===== src/rtl/mmio_store_fifo.sv =====
// Store-snooping MMIO output port: queues core stores to DATA_ADDR into a FIFO
// drained over a valid/ready stream, with a readable status word at STATUS_ADDR.
module mmio_store_fifo #(
  parameter int unsigned DEPTH       = 8,
  parameter logic [31:0] DATA_ADDR   = 32'h64,
  parameter logic [31:0] STATUS_ADDR = 32'h68
) (
  input  logic        clk,
  input  logic        reset,
  input  logic        MemWrite,
  input  logic [31:0] DataAdr,
  input  logic [31:0] WriteData,
  output logic        StatusHit,
  output logic [31:0] StatusData,
  output logic        out_valid,
  input  logic        out_ready,
  output logic [31:0] out_data
);

  localparam int unsigned PTR_W  = $clog2(DEPTH);
  localparam int unsigned CNT_W  = $clog2(DEPTH + 1);
  localparam int unsigned DATA_W = 32;

  logic [DATA_W-1:0] r_mem [DEPTH];
  logic [PTR_W-1:0]  r_wr_ptr;
  logic [PTR_W-1:0]  r_rd_ptr;
  logic [CNT_W-1:0]  r_count;
  logic              r_overflow;

  logic w_full;
  logic w_empty;
  logic w_push_req;
  logic w_pop;
  logic w_push;
  logic w_drop;
  logic w_clr;

  // Handshake decode; a full FIFO accepts a push only when a pop frees a slot.
  always_comb begin
    w_full     = (r_count == CNT_W'(DEPTH));
    w_empty    = (r_count == '0);
    w_push_req = MemWrite & (DataAdr == DATA_ADDR);
    w_pop      = ~w_empty & out_ready;
    w_push     = w_push_req & (~w_full | w_pop);
    w_drop     = w_push_req & ~w_push;
    w_clr      = MemWrite & (DataAdr == STATUS_ADDR) & WriteData[0];
  end

  // Storage array needs no reset: entries are only read after being written.
  always_ff @(posedge clk) begin
    if (reset && w_push) begin
      r_mem[r_wr_ptr] <= WriteData;
    end
  end

  // Pointers, occupancy and sticky overflow.
  always_ff @(posedge clk) begin
    if (!reset) begin
      r_wr_ptr   <= '0;
      r_rd_ptr   <= '0;
      r_count    <= '0;
      r_overflow <= 1'b0;
    end else begin
      if (w_push) begin
        r_wr_ptr <= r_wr_ptr + PTR_W'(1);
      end
      if (w_pop) begin
        r_rd_ptr <= r_rd_ptr + PTR_W'(1);
      end
      r_count <= r_count + CNT_W'(w_push) - CNT_W'(w_pop);
      if (w_drop) begin
        r_overflow <= 1'b1;
      end else if (w_clr) begin
        r_overflow <= 1'b0;
      end
    end
  end

  // Outputs derive from state only (plus DataAdr for the status decode).
  always_comb begin
    out_valid  = ~w_empty;
    out_data   = w_empty ? '0 : r_mem[r_rd_ptr];
    StatusHit  = (DataAdr == STATUS_ADDR);
    StatusData = {r_overflow, w_full, w_empty, 29'(r_count)};
  end

endmodule

===== config.mk =====
export PLATFORM = sky130hd
export DESIGN_NAME = mmio_store_fifo
export DESIGN_NICKNAME = d
export VERILOG_FILES = /design/src/rtl/mmio_store_fifo.sv
export SDC_FILE = /design/constraint.sdc
export NUM_CORES = 1
export LEC_CHECK = 0
export ABC_AREA = 1
export CELL_PAD_IN_SITES_DETAIL_PLACEMENT = 1
export CELL_PAD_IN_SITES_GLOBAL_PLACEMENT = 1
export CORE_MARGIN = 2
export CORE_UTILIZATION = 25
export CTS_CLUSTER_DIAMETER = 50
export DETAILED_ROUTE_END_ITERATION = 7
export PLACE_DENSITY = 0.61
export SYNTH_ARGS = -nofsm -noshare
export SYNTH_HDL_FRONTEND = slang
export SYNTH_SLANG_ARGS = --single-unit

===== constraint.sdc =====
create_clock -name clk -period 2.9 [get_ports clk]
set_input_delay 0.58 -clock clk [delete_from_list [all_inputs] [get_ports clk]]
set_output_delay 0.58 -clock clk [all_outputs]
set_load 0.01 [all_outputs]

==> results of run 1 <==
[flip-flops by register name, indices dropped and copies added, names as in the netlist, named ones only]
signal / flops
r_count: 4
r_mem: 256
r_overflow: 1
r_rd_ptr: 3
r_wr_ptr: 3
[worst min-delay path, cell delays in order, from the launching register on]
cell and delay (ps):
dfxtp_1 320, nand2_1 60, a21oi_1 50
[worst paths after layout]
check | start | to | slack (ps) | cells past startpoint
max reg2reg | r_count[2]$_SDFF_PN0_ | r_count[2]$_SDFF_PN0_ | 440 | 13
min reg2reg | r_overflow$_SDFFE_PN0P_ | r_overflow$_SDFFE_PN0P_ | 470 | 2
min | r_overflow$_SDFFE_PN0P_ | r_overflow$_SDFFE_PN0P_ | 470 | 2
max | flip-flop | out_data[29] | 170 | 10
[power by group through the flow]
stage / sequential (mW) / combinational [mW] / clock (mW)
after floorplan: 4.43 / 1.97 / 0
after global placement: 4.46 / 3.61 / 0
after detailed placement: 4.47 / 3.68 / 0
after CTS: 4.38 / 3.74 / 4.17
after global routing: 4.39 / 4.02 / 4.31
final: 4.38 / 3.60 / 4.06
[cell usage after synthesis]
cell type | count | area share [%]
inv_2 | 3 | 0.10
a21oi_1 | 6 | 0.27
conb_1 | 1 | 0.034
clkbuf_2 | 1 | 0.045
dfxtp_1 | 14 | 2.5
nor2_1 | 264 | 8.9
xor2_1 | 2 | 0.16
nand2_1 | 26 | 0.88
and2_1 | 1 | 0.056
buf_6 | 8 | 0.81
nor3_1 | 1 | 0.045
nand3b_1 | 1 | 0.068
clkinv_1 | 1 | 0.034
o21ai_0 | 106 | 4.8
and3_1 | 1 | 0.056
fa_1 | 1 | 0.18
clkbuf_1 | 25 | 0.84
edfxtp_1 | 256 | 69
buf_4 | 33 | 2.2
inv_1 | 23 | 0.78
buf_2 | 13 | 0.59
nand3_1 | 7 | 0.32
nand2_2 | 4 | 0.23
o21ai_1 | 91 | 4.1
nand3_2 | 1 | 0.090
ha_1 | 7 | 0.79
nand4_1 | 2 | 0.11
a31oi_1 | 32 | 1.8
nor2_2 | 1 | 0.056
[cells by family after synthesis]
group / count (synthesis)
AND/OR/NAND/NOR: 309
adder cells (fa/ha/maj): 8
other: 1
AO/OA/AOI/OAI: 235
buffers and inverters: 107
flip-flops: 270
XOR/XNOR: 2
[stage by stage]
| step | instance area [sq um] | instances | setup WS (ps) |
|---|---|---|---|
| after floorplan | 11200 | 956 | -214 |
| after global placement | 13200 | 1613 | 117 |
| after detailed placement | 13200 | 1613 | 13.6 |
| after CTS | 14400 | 1677 | 11.4 |
| after global routing | 14400 | 1677 | 0.520 |
| final | 14400 | 1677 | 170 |
[repair_timing]
action	in CTS	in global routing
gates resized for setup	44	6
endpoints found under the setup margin	32	5
pin swaps	0	0
setup buffers	2	0
gates cloned	4	0
[metal layers]
layer	GRT usage, %	vias to the layer above
li1	-	3514
met1	16.5	3664
met2	22.2	171
met3	2.51	51
met4	3.91	2
met5	0	-
[final cells by class]
cell class | count | share of cell area [%]
clock buffers | 41 | 6.54
inverters | 27 | 0.756
clock inverters | 17 | 0.947
repair buffers | 151 | 12.4
well taps | 592 | 5.14
multi-input cells | 579 | 18.8
flip-flops and latches | 270 | 55.4
==> qor.yml, run 1 <==
synth_xor_area_share_pct: 0.158
antenna_left: 0
dieWidth_microns: 215
cts_buffer_depth: 3
syn-cell-area_sq_um: 11100
p_switching_mw: 3.78
yosysSeqAreaShare_pct: 71.7
portBuffers: 108
coreArea_sq_um: 44000
seqPwrFrac_pct: 36.4
crit_arrival_ps: 2150
cts.sinks: 270
met3_length_microns: 1260
cts_buffers: 34
wl_met1_microns: 13300
totalPowerFinal_mw: 12.0
post_drt_wl_per_cell_microns: 17.8
rows: 77
multi_input_area_sq_um: 2700
slew_viol_final: 0
ir_drop_v: 0.000350
cap_viol_max_count: 0
synth_area_per_cell_sq_um: 11.9
clk_pin_slew_ps: 60
drc: 0
holdWs_ps: 473
die_y_microns: 215
fin_worst_skew_ps: 12.9
setup_viol: 0
cp-start-kind: "flip-flop"
yosys_register_bits: 270
required_ps: 2320
critPathMaxStageDelay_ps: 410
maxUsedRoutingLayer: "met5"
drt_iter0_markers: 347
ys_warn_count: 0
swShare_pct: 31.4
drt-total-wl_microns: 29800
dieArea_sq_um: 46200
final_cell_mix: "nor2_1 (256), edfxtp_1 (256), o21ai_0 (106)"
fmax_mhz: 366
ios: 134
crit_family: "buffers and inverters"
grt_remaining_overflow: 0
synth_top_family_by_area: "compound AO/OA/AOI/OAI gates"
synthSimpleGateAreaFrac_pct: 10.8
grt_pass1_wl_microns: 46300
num_vias: 7402
crit_path_top_delay_cell: "dfxtp_4"
fin_util_pct: 32.7
grt_pass1_vias: 7875
cp.buffers_inverters: 4
drt_first_pass_iters: 5
path_max_fanout: 14
hp-class: "reg2reg"
hpwlAfterDp_microns: 17700
powerDensity_nw_per_um2: 836
synthToLayoutAreaGrowth_pct: 29.5
clock-root-buffer: "clkbuf_16"
nFillCells: 4715
synth_compound_area_share_pct: 10.9
status: "finished, final reports clean"
end_kind: "output port"
drive_gt1_share_pct: 10.7
cellLeakagePower_nw: 4.96
finalCritPeriodShare_pct: 94.1
final_nets: 1139
p_int_mw: 8.26
met2_length_microns: 14500
path_cells: "buf_4 > buf_12 > nor2_1 > nor2_1 > o21ai_0 > o21ai_1 > o21ai_1 > a31oi_1 > buf_4 > dlygate4sd2_1"
power_frac_comb_pct: 29.9
rsz0062_at_grt: "false"
initial_core_util_pct: 25.3
synth_mux_area_share_pct: 0
synth_cell_types: 29
grt.total_usage_pct: 12.9
via_per_inst: 4.41
ctsHoldBuffers: 0
syn_inst: 932
htreeDepth: 2
gp_congestion: 0.700
synthAdderAreaFrac_pct: 0.968
antenna_found_initial: 1
period_needed_ps: 2730
crit_type: "reg2out"
insertion_delay_ps: 510
grt_max_degree: 49
hold_viol: 0
cts_tree: "done"
power_frac_clock_pct: 33.7
seqCellArea_sq_um: 7980
diodes: 0
fin_setup_tns_ps: 0
No activity file was read; power rests on OpenSTA's default activity.
==> run 2: changes to the inputs <==
--- a/config.mk
+++ b/config.mk
@@ -11,7 +11,9 @@
 export CORE_MARGIN = 2
 export CORE_UTILIZATION = 25
 export CTS_CLUSTER_DIAMETER = 50
+export CTS_CLUSTER_SIZE = 14
 export DETAILED_ROUTE_END_ITERATION = 7
+export GPL_TIMING_DRIVEN = 0
 export PLACE_DENSITY = 0.61
 export SYNTH_ARGS = -nofsm -noshare
 export SYNTH_HDL_FRONTEND = slang
==> qor.yml, run 2 (synthesis results as in run 1) <==
crit_arrival_ps: 2190  # +40 ps
grt_remaining_overflow: 0  # unchanged
rsz0062_at_grt: "true"
ios: 134  # unchanged
final_cell_mix: "edfxtp_1 (256), nor2_1 (255), o21ai_0 (105)"
holdWs_ps: 423  # -49.8 ps
cts_buffers: 30  # -12%
path_max_fanout: 10  # -4
grt.total_usage_pct: 13.5  # +0.54 points
cts_tree: "done"
rows: 77  # unchanged
dieArea_sq_um: 46200  # unchanged
drt_first_pass_iters: 4  # -1
num_vias: 7529  # +1.7%
diodes: 0  # unchanged
antenna_found_initial: 0  # -1
slew_viol_final: 0  # unchanged
slew_headroom_pct: 49.3
end_kind: "output port"
initial_core_util_pct: 25.3  # unchanged
postCtsSetupBuffers: 0  # -2
drive_gt1_share_pct: 16.0  # +5.3 points
fin_worst_skew_ps: 9.05  # -3.80 ps
worst_slack_ps: 127  # -42.3 ps
reg2reg_slack_ps: 290  # -150 ps
cts.sinks: 270  # unchanged
insertion_delay_ps: 550  # +40 ps
crit_family: "buffers and inverters"
period_needed_ps: 2770  # +42.3 ps
finalCritPeriodShare_pct: 95.6  # +1.5 points
final_nets: 1179  # +3.5%
crit_path_frequent_cell: "inv_1"
synthToLayoutAreaGrowth_pct: 28.4
cts_buffer_depth: 3  # unchanged
crit_type: "reg2out"
dp_cells: 1663  # +3.1%
drt_iter0_markers: 393  # +13%
grt_pass1_vias: 8046  # +2.2%
tightest_slew_ps: 761
powerDensity_nw_per_um2: 820  # -1.9%
fin_util_pct: 32.4  # -0.28 points
post_drt_wl_per_cell_microns: 18.2  # +2.6%
cellLeakagePower_nw: 4.95  # -0.20%
clk_pin_slew_ps: 60  # about the same
hp-class: "in2reg"
coreArea_sq_um: 44000  # unchanged
dp_slack_ps: -309  # -323 ps
drc: 0  # unchanged
status: "finished, final reports clean"
grt_max_degree: 23  # -53%
htreeDepth: 1  # -1
instances_no_fill: 1716  # +2.3%
cp.buffers_inverters: 5  # +1
largest_register_ffs: 256  # unchanged
critPathMaxStageDelay_ps: 460  # +50 ps
fmax_mhz: 361  # -1.5%
hpwlAfterDp_microns: 21100  # +19%
cap_viol_max_count: 0  # unchanged
top_regs: "r_mem: 256 flops, r_count: 4 flops"
grt_pass1_wl_microns: 48100  # +3.9%
clock-root-buffer: "clkbuf_16"
top_register: "r_mem"
crit_path_top_delay_cell: "clkdlybuf4s50_1"
setup_viol: 0  # unchanged
final_common_cell: "edfxtp_1"
required_ps: 2320  # about the same
die_y_microns: 215  # unchanged
portBuffers: 107  # -0.93%
hold_viol: 0  # unchanged
via_per_inst: 4.39  # -0.60%
path_cells: "inv_1 > ha_1 > nand2_4 > clkbuf_8 > inv_1 > buf_4 > clkdlybuf4s50_1"
dieWidth_microns: 215  # unchanged
drt-total-wl_microns: 31300  # +5.0%
antenna_left: 0  # unchanged
ir_drop_v: 0.000419  # +20%
gp_congestion: 0.705  # +0.79%
cp-start-kind: "flip-flop"
==> run 2: metrics by stage <==
step           setup TNS, ps  power [mW]  instance area [sq um]
3_3_place_gp         -491660        8.21                  13000
4_1_cts                    0        11.9                  14300
6_report                   0        11.7                  14300
5_1_grt                -15.0        12.4                  14300
3_5_place_dp          -38020        8.25                  13300
2_1_floorplan         -47740        6.40                  11200
==> run 2: where the power goes <==
part,leakage (nW),internal (mW),total (mW),switching [mW]
Clock,0.463,2.14,3.72,1.58
Combinational,2.07,1.38,3.64,2.26
Sequential,2.41,4.31,4.35,0.0414
Total,4.95,7.83,11.7,3.88
==> run 2: per-layer routing <==
layer / up-vias / share of wire (%) / GRT usage, %
li1: 3594 / - / -
met1: 3716 / 44 / 17.4
met2: 177 / 50 / 24.0
met3: 42 / 5.0 / 1.73
met4: 0 / 1.8 / 3.06
met5: - / 0 / 0
==> run 2: worst reg2reg max path, cell delays in order, from the launching register on <==
cell,delay (ps)
dfxtp_1,330
inv_1,80
ha_1,240
nand2_4,150
nand2_2,130
nand2_1,150
nand3_2,150
inv_2,100
nand2_2,150
nor2_4,590
buf_16,240
==> run 2: timing repair <==
action / CTS / global route
cloned: 0 / 0
hold buffers: 0 / 0
endpoints found under the setup margin: 34 / 29
pin swaps: 5 / 2
resized for setup: 85 / 65
==> run 2: final timing paths <==
kind,from,to,depth (start not counted)
max,r_count[2]$_SDFF_PN0_,StatusData[29],7
min,reset,r_count[0]$_SDFF_PN0_,3
max reg2reg,r_count[2]$_SDFF_PN0_,r_mem[3][19]$_DFFE_PP_,10
min reg2reg,r_overflow$_SDFFE_PN0P_,r_overflow$_SDFFE_PN0P_,2
==> run 2: area by class of cell <==
type                            count  area (sq um)
Timing Repair Buffer              115          1150
Clock buffer                       34           787
Fill cell                        4868         29800
Clock inverter                     19           183
Multi-Input combinational cell    579          2750
Buffer                             80           592
Tap cell                          592           741
Inverter                           27           105
Sequential cell                   270          7970
==> run 3: changes to the inputs <==
--- a/config.mk
+++ b/config.mk
@@ -15,6 +15,7 @@
 export DETAILED_ROUTE_END_ITERATION = 7
 export GPL_TIMING_DRIVEN = 0
 export PLACE_DENSITY = 0.61
+export REMOVE_ABC_BUFFERS = 1
 export SYNTH_ARGS = -nofsm -noshare
 export SYNTH_HDL_FRONTEND = slang
 export SYNTH_SLANG_ARGS = --single-unit
==> qor.yml, run 3 (synthesis results as in run 1) <==
crit_family: "buffers and inverters"
cellLeakagePower_nw: 5.02  # +1.4%
cap_viol_max_count: 0  # unchanged
clock-root-buffer: "clkbuf_16"
gp_congestion: 0.660  # -6.4%
via_per_inst: 4.44  # +1.3%
crit_path_top_delay_cell: "dfxtp_4"
num_vias: 7493  # -0.48%
post_drt_wl_per_cell_microns: 19.1  # +4.9%
rows: 77  # unchanged
dieArea_sq_um: 46200  # unchanged
final_common_cell: "edfxtp_1"
nFillCells: 4785  # -1.7%
top_regs: "r_mem: 256 flops, r_count: 4 flops"
fmax_mhz: 356  # -1.2%
period_needed_ps: 2810  # +33.9 ps
top_register: "r_mem"
ir_drop_v: 0.000462  # +10%
cts.sinks: 270  # unchanged
instances_no_fill: 1686  # -1.7%
drt_first_pass_iters: 5  # +1
clk_pin_slew_ps: 60  # about the same
setup_viol: 0  # unchanged
drt_iter0_markers: 454  # +16%
totalPowerFinal_mw: 12.5  # +7.0%
fin_worst_skew_ps: 25.1  # +16.0 ps
htreeDepth: 1  # unchanged
ctsHoldBuffers: 0  # unchanged
crit_path_frequent_cell: "o21ai_1"
die_y_microns: 215  # unchanged
largest_register_ffs: 256  # unchanged
hpwlAfterDp_microns: 16400  # -22%
hp-class: "reg2reg"
drt-total-wl_microns: 32200  # +3.1%
final_nets: 1145  # -2.9%
powerDensity_nw_per_um2: 857  # +4.5%
initial_core_util_pct: 25.3  # unchanged
cp-start-kind: "flip-flop"
whs_path_depth: 2  # -1
portBuffers: 108  # +0.93%
fin_util_pct: 33.2  # +0.78 points
ios: 134  # unchanged
slew_viol_final: 0  # unchanged
path_cells: "buf_16 > inv_16 > bufbuf_16 > o21ai_1 > o21ai_1 > o21ai_1 > a31oi_2 > buf_2"
crit_cells: 8  # +1
grt_pass1_wl_microns: 48200  # about the same
final_cell_mix: "edfxtp_1 (256), nor2_1 (255), o21ai_0 (102)"
dp_slack_ps: -828  # -519 ps
critPathMaxStageDelay_ps: 400  # -60 ps
final_area_sq_um: 14600  # +2.4%
grt_pass1_vias: 7829  # -2.7%
rr_worst_depth: 10  # unchanged
drc: 0  # unchanged
required_ps: 2320  # about the same
postPlaceCellArea_sq_um: 12900  # -2.8%
dieWidth_microns: 215  # unchanged
grt_max_degree: 41  # +78%
cts_buffer_depth: 3  # unchanged
grt.total_usage_pct: 13.7  # +0.24 points
rsz0062_at_grt: "true"
finalCritPeriodShare_pct: 96.8  # +1.2 points
diodes: 0  # unchanged
antenna_found_initial: 1  # +1
status: "finished, final reports clean"
cts_tree: "done"
insertion_delay_ps: 580  # +30 ps
grt_remaining_overflow: 0  # unchanged
crit_type: "reg2out"
path_max_fanout: 28  # +18
hold_viol: 0  # unchanged
cts_buffers: 31  # +3.3%
cp.buffers_inverters: 4  # -1
drive_gt1_share_pct: 13.3  # -2.7 points
antenna_left: 0  # unchanged
dp_cells: 1588  # -4.5%
crit_arrival_ps: 2230  # +40 ps
worst_slack_ps: 93.6  # -33.9 ps
synthToLayoutAreaGrowth_pct: 31.5
coreArea_sq_um: 44000  # unchanged
end_kind: "output port"
run 3: cell count changes in the layout (fill, tap and decap cells not counted), moves of 5 or more:
cell           delta
clkbuf_2         -28
buf_4            -20
buf_12           +10
buf_6             -9
buf_16            +7
dlygate4sd2_1     +6
clkbuf_4          -5
run 3: layout make-up:
type,count,area [sq um],share of cell area [%]
inverters,27,130,0.890
multi-input cells,582,2820,19.3
repair inverters,2,20.0,0.137
flip-flops and latches,270,7980,54.6
clock buffers,36,795,5.44
clock inverters,22,300,2.05
well taps,592,741,5.07
repair buffers,155,1830,12.6
run 3: what timing repair did:
item                                    CTS  global route
cloned                                   11             0
endpoints found under the setup margin  292            93
pin swaps                                10             6
buffers inserted                         18            11
resized for setup                        83            34
run 3: power by group:
part | internal (mW) | switching, mW
Clock | 2.46 | 1.67
Sequential | 4.31 | 0.0659
Combinational | 1.61 | 2.40
Total | 8.39 | 4.14
run 3: final timing paths:
kind | startpoint | to | slack (ps)
worst max-delay path | flip-flop | out_data[31] | 90
worst min-delay path | r_overflow$_SDFFE_PN0P_ | r_overflow$_SDFFE_PN0P_ | 470
worst max register to register | r_count[2]$_SDFF_PN0_ | r_mem[6][19]$_DFFE_PP_ | 340
worst min register to register | r_overflow$_SDFFE_PN0P_ | r_overflow$_SDFFE_PN0P_ | 470
run 3: through the flow:
step                hold slack (ps)  setup TNS, ps
global placement                454        -856710
detailed placement              462        -124340
floorplan                       448        -156960
global route                    507          -67.5
CTS                             473          -13.2
finish                          466              0
run 3: routing by layer:
metal  global-route usage, %  vias to the layer above  wire length (microns)
li1                        -                     3545                      -
met1                    17.8                     3689                  13600
met2                    23.8                      222                  15800
met5                       0                        -                      0
met3                    2.65                       37                   2300
met4                    2.75                        0                    554
run 3: worst register-to-register path, stage by stage (launching register included):
cell     delay, ps
dfxtp_1        340
inv_1          100
ha_4           250
nand2_8        230
nand2_2        140
nand2_1        140
nand3_2        150
inv_2          100
nand2_2        140
nor2_4         380
buf_12         270
